===== config.mk =====
export PLATFORM = sky130hd
export DESIGN_NAME = cfg_lut_array_flat
export DESIGN_NICKNAME = d
export VERILOG_FILES = /design/src/rtl/cfg_lut_array_if.sv /design/src/rtl/cfg_lut_array.sv /design/src/flat_wrapper.sv
export SDC_FILE = /design/constraint.sdc
export NUM_CORES = 1
export LEC_CHECK = 0
export ABC_AREA = 1
export CAP_MARGIN = 10
export CORE_UTILIZATION = 61
export CTS_CLUSTER_DIAMETER = 40
export DETAILED_ROUTE_END_ITERATION = 10
export MAX_ROUTING_LAYER = met4
export PLACE_DENSITY = 0.79
export SYNTH_ARGS = -nofsm -noshare
export SYNTH_HDL_FRONTEND = slang
export SYNTH_SLANG_ARGS = --single-unit

===== constraint.sdc =====
create_clock -name clk -period 3.3 [get_ports clk]
set_clock_uncertainty 0.2 [all_clocks]
set_input_delay 0.825 -clock clk [delete_from_list [all_inputs] [get_ports clk]]
set_output_delay 0.825 -clock clk [all_outputs]
set_load 0.005 [all_outputs]

===== src/rtl/cfg_lut_array_if.sv =====
// Config/lookup bundle for cfg_lut_array.
// CFG_LUT_CHAIN_EN adds cfg_dout for daisy-chaining tiles.
interface cfg_lut_array_if #(
  parameter int K = 4,
  parameter int M = 1
) ();
  logic         cfg_start;
  logic         cfg_din_vld;
  logic         cfg_din;
  logic         cfg_busy;
  logic         cfg_ready;
  logic         cfg_done;
  logic         in_vld;
  logic [K-1:0] addr;
  logic         out_vld;
  logic [M-1:0] dout;
`ifdef CFG_LUT_CHAIN_EN
  logic         cfg_dout;
`endif

  modport master (
    output cfg_start,
    output cfg_din_vld,
    output cfg_din,
    input  cfg_busy,
    input  cfg_ready,
    input  cfg_done,
    output in_vld,
    output addr,
    input  out_vld,
`ifdef CFG_LUT_CHAIN_EN
    input  cfg_dout,
`endif
    input  dout
  );

  modport slave (
    input  cfg_start,
    input  cfg_din_vld,
    input  cfg_din,
    output cfg_busy,
    output cfg_ready,
    output cfg_done,
    input  in_vld,
    input  addr,
    output out_vld,
`ifdef CFG_LUT_CHAIN_EN
    output cfg_dout,
`endif
    output dout
  );
endinterface


===== src/rtl/cfg_lut_array.sv =====
// K-input, M-channel LUT with shadowed serial load and atomic commit.
// CFG_LUT_CHAIN_EN exposes shadow MSB as cfg_dout for chaining.
module cfg_lut_array #(
  parameter int K = 4,
  parameter int M = 1
) (
  input logic         clk,
  input logic         rst,
  cfg_lut_array_if.slave bus
);
  localparam int N  = 1 << K;
  localparam int D  = M * N;
  localparam int CW = (D > 1) ? $clog2(D) : 1;

  typedef enum logic [1:0] {
    UNCFG,
    LOAD,
    RUN
  } state_t;

  state_t         state_q, state_d;
  logic [D-1:0]   shadow_q, shadow_d;
  logic [D-1:0]   table_q, table_d;
  logic [CW-1:0]  cnt_q, cnt_d;
  logic           busy_q, busy_d;
  logic           ready_q, ready_d;
  logic           done_q, done_d;
  logic           ovld_q, ovld_d;
  logic [M-1:0]   dout_q, dout_d;
  logic [M-1:0]   rd;
  logic [D-1:0]   shifted;
  logic           last;
  logic           serve;

  assign shifted = {shadow_q[D-2:0], bus.cfg_din};
  assign last    = (cnt_q == CW'(D - 1));

  always_comb begin
    state_d  = state_q;
    shadow_d = shadow_q;
    table_d  = table_q;
    cnt_d    = cnt_q;
    ready_d  = ready_q;
    done_d   = 1'b0;
    unique case (state_q)
      UNCFG: begin
        if (bus.cfg_start) begin
          state_d = LOAD;
          cnt_d   = '0;
        end
      end
      LOAD: begin
        // restart wins over commit; a bit valid with it is bit one
        if (bus.cfg_start) begin
          cnt_d = '0;
          if (bus.cfg_din_vld) begin
            shadow_d = shifted;
            cnt_d    = CW'(1);
          end
        end else if (bus.cfg_din_vld) begin
          shadow_d = shifted;
          if (last) begin
            table_d = shifted;
            cnt_d   = '0;
            state_d = RUN;
            ready_d = 1'b1;
            done_d  = 1'b1;
          end else begin
            cnt_d = cnt_q + CW'(1);
          end
        end
      end
      RUN: begin
        if (bus.cfg_start) begin
          state_d = LOAD;
          cnt_d   = '0;
        end
      end
      default: state_d = UNCFG;
    endcase
    busy_d = (state_d == LOAD);
  end

  always_comb begin
    rd = '0;
    for (int m = 0; m < M; m++) begin
      rd[m] = table_q[m*N + int'(bus.addr)];
    end
  end

  // ready only rises on a commit, so it gates lookups in every state
  assign serve  = bus.in_vld & ready_q;
  assign ovld_d = serve;
  assign dout_d = serve ? rd : dout_q;

  always_ff @(posedge clk or posedge rst) begin
    if (rst) begin
      state_q  <= UNCFG;
      shadow_q <= '0;
      table_q  <= '0;
      cnt_q    <= '0;
      busy_q   <= 1'b0;
      ready_q  <= 1'b0;
      done_q   <= 1'b0;
      ovld_q   <= 1'b0;
      dout_q   <= '0;
    end else begin
      state_q  <= state_d;
      shadow_q <= shadow_d;
      table_q  <= table_d;
      cnt_q    <= cnt_d;
      busy_q   <= busy_d;
      ready_q  <= ready_d;
      done_q   <= done_d;
      ovld_q   <= ovld_d;
      dout_q   <= dout_d;
    end
  end

  assign bus.cfg_busy  = busy_q;
  assign bus.cfg_ready = ready_q;
  assign bus.cfg_done  = done_q;
  assign bus.out_vld   = ovld_q;
  assign bus.dout      = dout_q;

`ifdef CFG_LUT_CHAIN_EN
  assign bus.cfg_dout = shadow_q[D-1];
`endif
endmodule

===== src/flat_wrapper.sv =====
// flat-port wrapper written by rule: the top's interface ports become plain ports
module cfg_lut_array_flat 
#(
  parameter int K = 4,
  parameter int M = 1
)
  (clk, rst, bus_cfg_start, bus_cfg_din_vld, bus_cfg_din, bus_cfg_busy, bus_cfg_ready, bus_cfg_done, bus_in_vld, bus_addr, bus_out_vld, bus_dout);
  cfg_lut_array_if #(.K(K), .M(M)) bus_i ();
  input logic clk;
  input logic rst;
  input wire logic [$bits(bus_i.cfg_start)-1:0] bus_cfg_start;
  input wire logic [$bits(bus_i.cfg_din_vld)-1:0] bus_cfg_din_vld;
  input wire logic [$bits(bus_i.cfg_din)-1:0] bus_cfg_din;
  output wire logic [$bits(bus_i.cfg_busy)-1:0] bus_cfg_busy;
  output wire logic [$bits(bus_i.cfg_ready)-1:0] bus_cfg_ready;
  output wire logic [$bits(bus_i.cfg_done)-1:0] bus_cfg_done;
  input wire logic [$bits(bus_i.in_vld)-1:0] bus_in_vld;
  input wire logic [$bits(bus_i.addr)-1:0] bus_addr;
  output wire logic [$bits(bus_i.out_vld)-1:0] bus_out_vld;
  output wire logic [$bits(bus_i.dout)-1:0] bus_dout;
  assign bus_i.cfg_start = bus_cfg_start;
  assign bus_i.cfg_din_vld = bus_cfg_din_vld;
  assign bus_i.cfg_din = bus_cfg_din;
  assign bus_cfg_busy = bus_i.cfg_busy;
  assign bus_cfg_ready = bus_i.cfg_ready;
  assign bus_cfg_done = bus_i.cfg_done;
  assign bus_i.in_vld = bus_in_vld;
  assign bus_i.addr = bus_addr;
  assign bus_out_vld = bus_i.out_vld;
  assign bus_dout = bus_i.dout;
  cfg_lut_array #(.K(K), .M(M)) u_core (.clk(clk), .rst(rst), .bus(bus_i));
endmodule

==> impl.org <==
** Critical path
- Number of cells traversed by the worst register-to-register path :: 8
- For the worst setup path, the data arrival time is 2.38 ns.
- Crit path depth :: 5
- The setup check on the worst reg-to-reg path leaves a slack of 1.25 ns.
- On the critical path the largest part of the delay comes from buffers and inverters.
- Crit end category :: flop
- Crit start category :: input port
- The critical path goes through clkdlybuf4s50_1 -> nor3_4 -> nand2_4 -> inv_1 -> or2_2.
- In this run the worst path has a maximum fanout of 33.
- The number of buffers and inverters on the critical path is 2.
- The slowest stage of the critical path belongs to the cell clkdlybuf4s50_1.
- For the worst setup path, the data required time is 3.35 ns.
- On the worst path, the slowest cell contributes a delay of 0.64 ns.
- Classification of the worst setup path :: in -> reg

** Global routing
- The initial antenna violation count was 0.
- Maximum number of pins on one net before global-route repair :: 43
- In the global route stage, overall resource usage came out at 0.230.
- First-pass GRT wire length :: 5520 µm
- Vias in the first global route :: 1293
- The total overflow left after global routing is 0.

** Synth
- Flop and latch count out of synthesis :: 42
- The number of nets in the synthesized netlist is 222.
- Of the post-synthesis cell area, the dominant cell type holds 0.547.
- During synthesis, Yosys emitted a total of 0 warnings.
- Number of distinct standard cells referenced by the synthesized netlist :: 21
- The average instance in the mapped netlist occupies 9.11 µm².
- Summed over all instances, the cell type with the most area after synthesis is dfrtp_1.
- Yosys attributes the largest share of cell area to dfrtp_1 55%, nand2_1 10%, o21ai_2 7.7%.
- Total standard cell area after synthesis :: 0.00192 mm²
- The share of the Yosys chip area taken by registers is 0.547.
- Gate Count Post-Synth :: 211

** Detailed routing
- Number of detailed-route iterations in the first pass :: 4
- Summing over every cut layer, the via total after detailed routing is 1327.
- Routed wire length per instance :: 11.7 µm
- For this run, design rule violations remaining after detail routing come to 0.
- The routed design has 3160 µm of wire.
- For this block, the initial DRC count from the detailed router was 58.
- Dividing the detail-routed via count by the number of cells gives 4.90.
- Antenna violation net count after detailed routing :: 0

** Clocking
- No sink is reached through more buffers than the 2 on the longest clock path.
- TritonCTS built the clock tree.
- After clock tree synthesis, the flow added hold-fix buffers numbering 0.
- CTS root buf :: clkbuf_4
- After clock tree synthesis, the repair step resized 0 gates.
- The H-tree generated during clock tree synthesis spans 2 levels.
- Post-CTS timing repair inserted 0 buffers for setup.
- Number of sinks handled by clock tree synthesis :: 42
- Number of CTS-inserted buffers :: 5
- Clock transition at the register clock pins on the worst setup and hold paths after CTS :: 0.12 ns
- Skew-Pair Late Insertion Delay :: 0.35 ns

** Floorplanning
- After floorplanning, the core was divided into 20 placement rows.
- 15 I/O pins were placed.
- Placeable core region :: 0.00303 mm²
- Initial standard-cell utilization of the core :: 0.635
- Measured along the y axis, the die boundary spans 58.1 µm.
- Die area :: 0.00338 mm²
- The floorplan step set the die width to 58.1 µm.

** Final layout
- NumNets Final :: 237
- Layout fillers :: 214
- At the end of the flow the core is filled with cells to 0.710.
- Layout cell share with drive strength beyond 1 :: 0.216
- Combined flip-flop and latch cell area :: 0.00105 mm²
- Area used by multi-input combinational logic :: 691 µm²
- The area growth from synthesis to layout is 11.8%.
- The repair_antennas step left the layout with diodes totalling 0.
- For this run, the number of standard cells in the final layout without fillers is 271.

** Timing
- Measured against its own limit, the worst slew margin works out to 0.429.
- Dividing the final minimum period by the clock period gives 0.707.
- Setup repair after global routing left no endpoint under its margin.
- Setup slack closes at 0.965 ns.
- Maximum frequency from static timing analysis :: 428 MHz
- Counting I/O delays and the setup requirement, the final critical path takes 2.33 ns.
- Number of hold violations in the final report :: 0
- Setup violations remaining at the end of the flow were counted as 0.
- The total count of max-transition violations in the final report was 0.
- Post-Route Setup TNS :: 0 ns
- Slew at the pin closest to its max-slew limit :: 0.855 ns

** Pwr
- Of the total power, the share spent switching nets is 0.286.
- Clock power share :: 0.282
- Largest vdd supply drop :: 0.361 mV
- Reported net switching power :: 0.000323 W
- Static leakage :: 1.04 nW
- After layout, the design draws a total of 0.00113 W.
- Comb pwr share :: 0.159
- Internal power :: 0.000804 W
- P per Cell Area :: 524 mW/mm²
- Of the total power, registers draw 0.559.

** Outcome
- The run finished with clean final reports.

** Placement
- Routability-driven placement finished with a final weighted congestion of 0.766.
- After detailed placement, the design holds a cell count of 263.
- During placement, the flow inserted port buffers numbering 14.
- Post-DP HPWL :: 2260 µm
- OpenSTA, run right after detailed placement, puts the worst setup slack at 0.584 ns.

** Hold path
- Min-Delay Path Class :: reg -> reg
- Worst hold path depth :: 2

** Job
- Across the run, the number of max-cap violations was 0.
[sequential cells by signal, indices dropped and copies added (netlist names), 2 cells and up]
name,cells
u_core.shadow_q,15
u_core.cnt_q,4
u_core.state_q,2
u_core.table_q,16
[metal layers]
| layer | wire length [µm] | vias to the layer above | GRT usage |
|---|---|---|---|
| met5 | 0 | - | - |
| met4 | 83 | 0 | 0.126 |
| met3 | 75 | 10 | 0.0469 |
| met2 | 1570 | 16 | 0.365 |
| met1 | 1430 | 619 | 0.274 |
| li1 | - | 682 | - |
[cell families after synthesis]
group | share of synthesized area
and+or+nand+nor | 0.217
DFF | 0.547
buffers and inverters | 0.0937
adders and majority gates | 0.00651
AOI/OAI and AO/OA | 0.136
[placed cells by master, fill, tap and decap left out, drive strengths merged, types with 2 or more instances in the layout]
| cell type | synthesis | layout |
|---|---|---|
| dfrtp | 42 | 42 |
| nand2 | 69 | 69 |
| nor2 | 4 | 4 |
| inv | 34 | 34 |
| a21oi | 3 | 3 |
| clkdlybuf4s50 | 0 | 14 |
| o21ai | 33 | 33 |
| clkinv | 0 | 2 |
| clkbuf | 1 | 5 |
| nand3 | 14 | 14 |
[Yosys cell counts, drive strengths merged]
library cell and instances:
nand2 69, dfrtp 42, inv 34, o21ai 33, nand3 14, buf 6, nor2 4, a21oi 3
clkbuf 1, ha 1, nor3 1, o22ai 1, o31ai 1, or2 1
[metrics by stage]
| stage | hold WS, ns | area [µm²] |
|---|---|---|
| 6_report | 0.297 | 2150 |
| 5_1_grt | 0.315 | 2150 |
| 4_1_cts | 0.302 | 2150 |
| 3_5_place_dp | 0.273 | 2070 |
| 3_3_place_gp | 0.263 | 2070 |
| 2_1_floorplan | 0.242 | 1920 |
[worst register-to-register path, delay by kind of cell, from the launching register on]
kind	cells	cell delay, ns
buffers and inverters	2	0.19
AND/OR/NAND/NOR	5	0.92
flip-flops	1	0.43
adder cells (fa/ha/maj)	1	0.23
[final timing paths]
check / start / endpoint
worst min register to register: u_core.shadow_q[11] / u_core.shadow_q[11]
worst max register to register: u_core.cnt_q[0] / u_core.bus.cfg_ready
worst max-delay path: bus_cfg_start / u_core.bus.cfg_ready
min in group asynchronous: rst / u_core.table_q[7]
worst min-delay path: u_core.shadow_q[11] / u_core.shadow_q[11]
max in group asynchronous: rst / u_core.table_q[11]
[area by class of cell]
class / instances / share of cell area
repair buffers: 15 / 0.0687
flip-flops and latches: 42 / 0.489
clock buffers: 5 / 0.0175
clock inverters: 3 / 0.0186
multi-input cells: 128 / 0.321
well taps: 44 / 0.0256
inverters: 34 / 0.0594
[power by group through the flow]
| stage | registers, W | logic, W | clock network (W) |
|---|---|---|---|
| 4_1_cts | 0.000629 | 0.000182 | 0.000323 |
| 3_5_place_dp | 0.000640 | 0.000181 | 0 |
| 6_report | 0.000630 | 0.000180 | 0.000318 |
| 2_1_floorplan | 0.000628 | 0.000134 | 0 |
| 5_1_grt | 0.000636 | 0.000212 | 0.000341 |
| 3_3_place_gp | 0.000635 | 0.000171 | 0 |
Power figures use the tool's default switching activity.
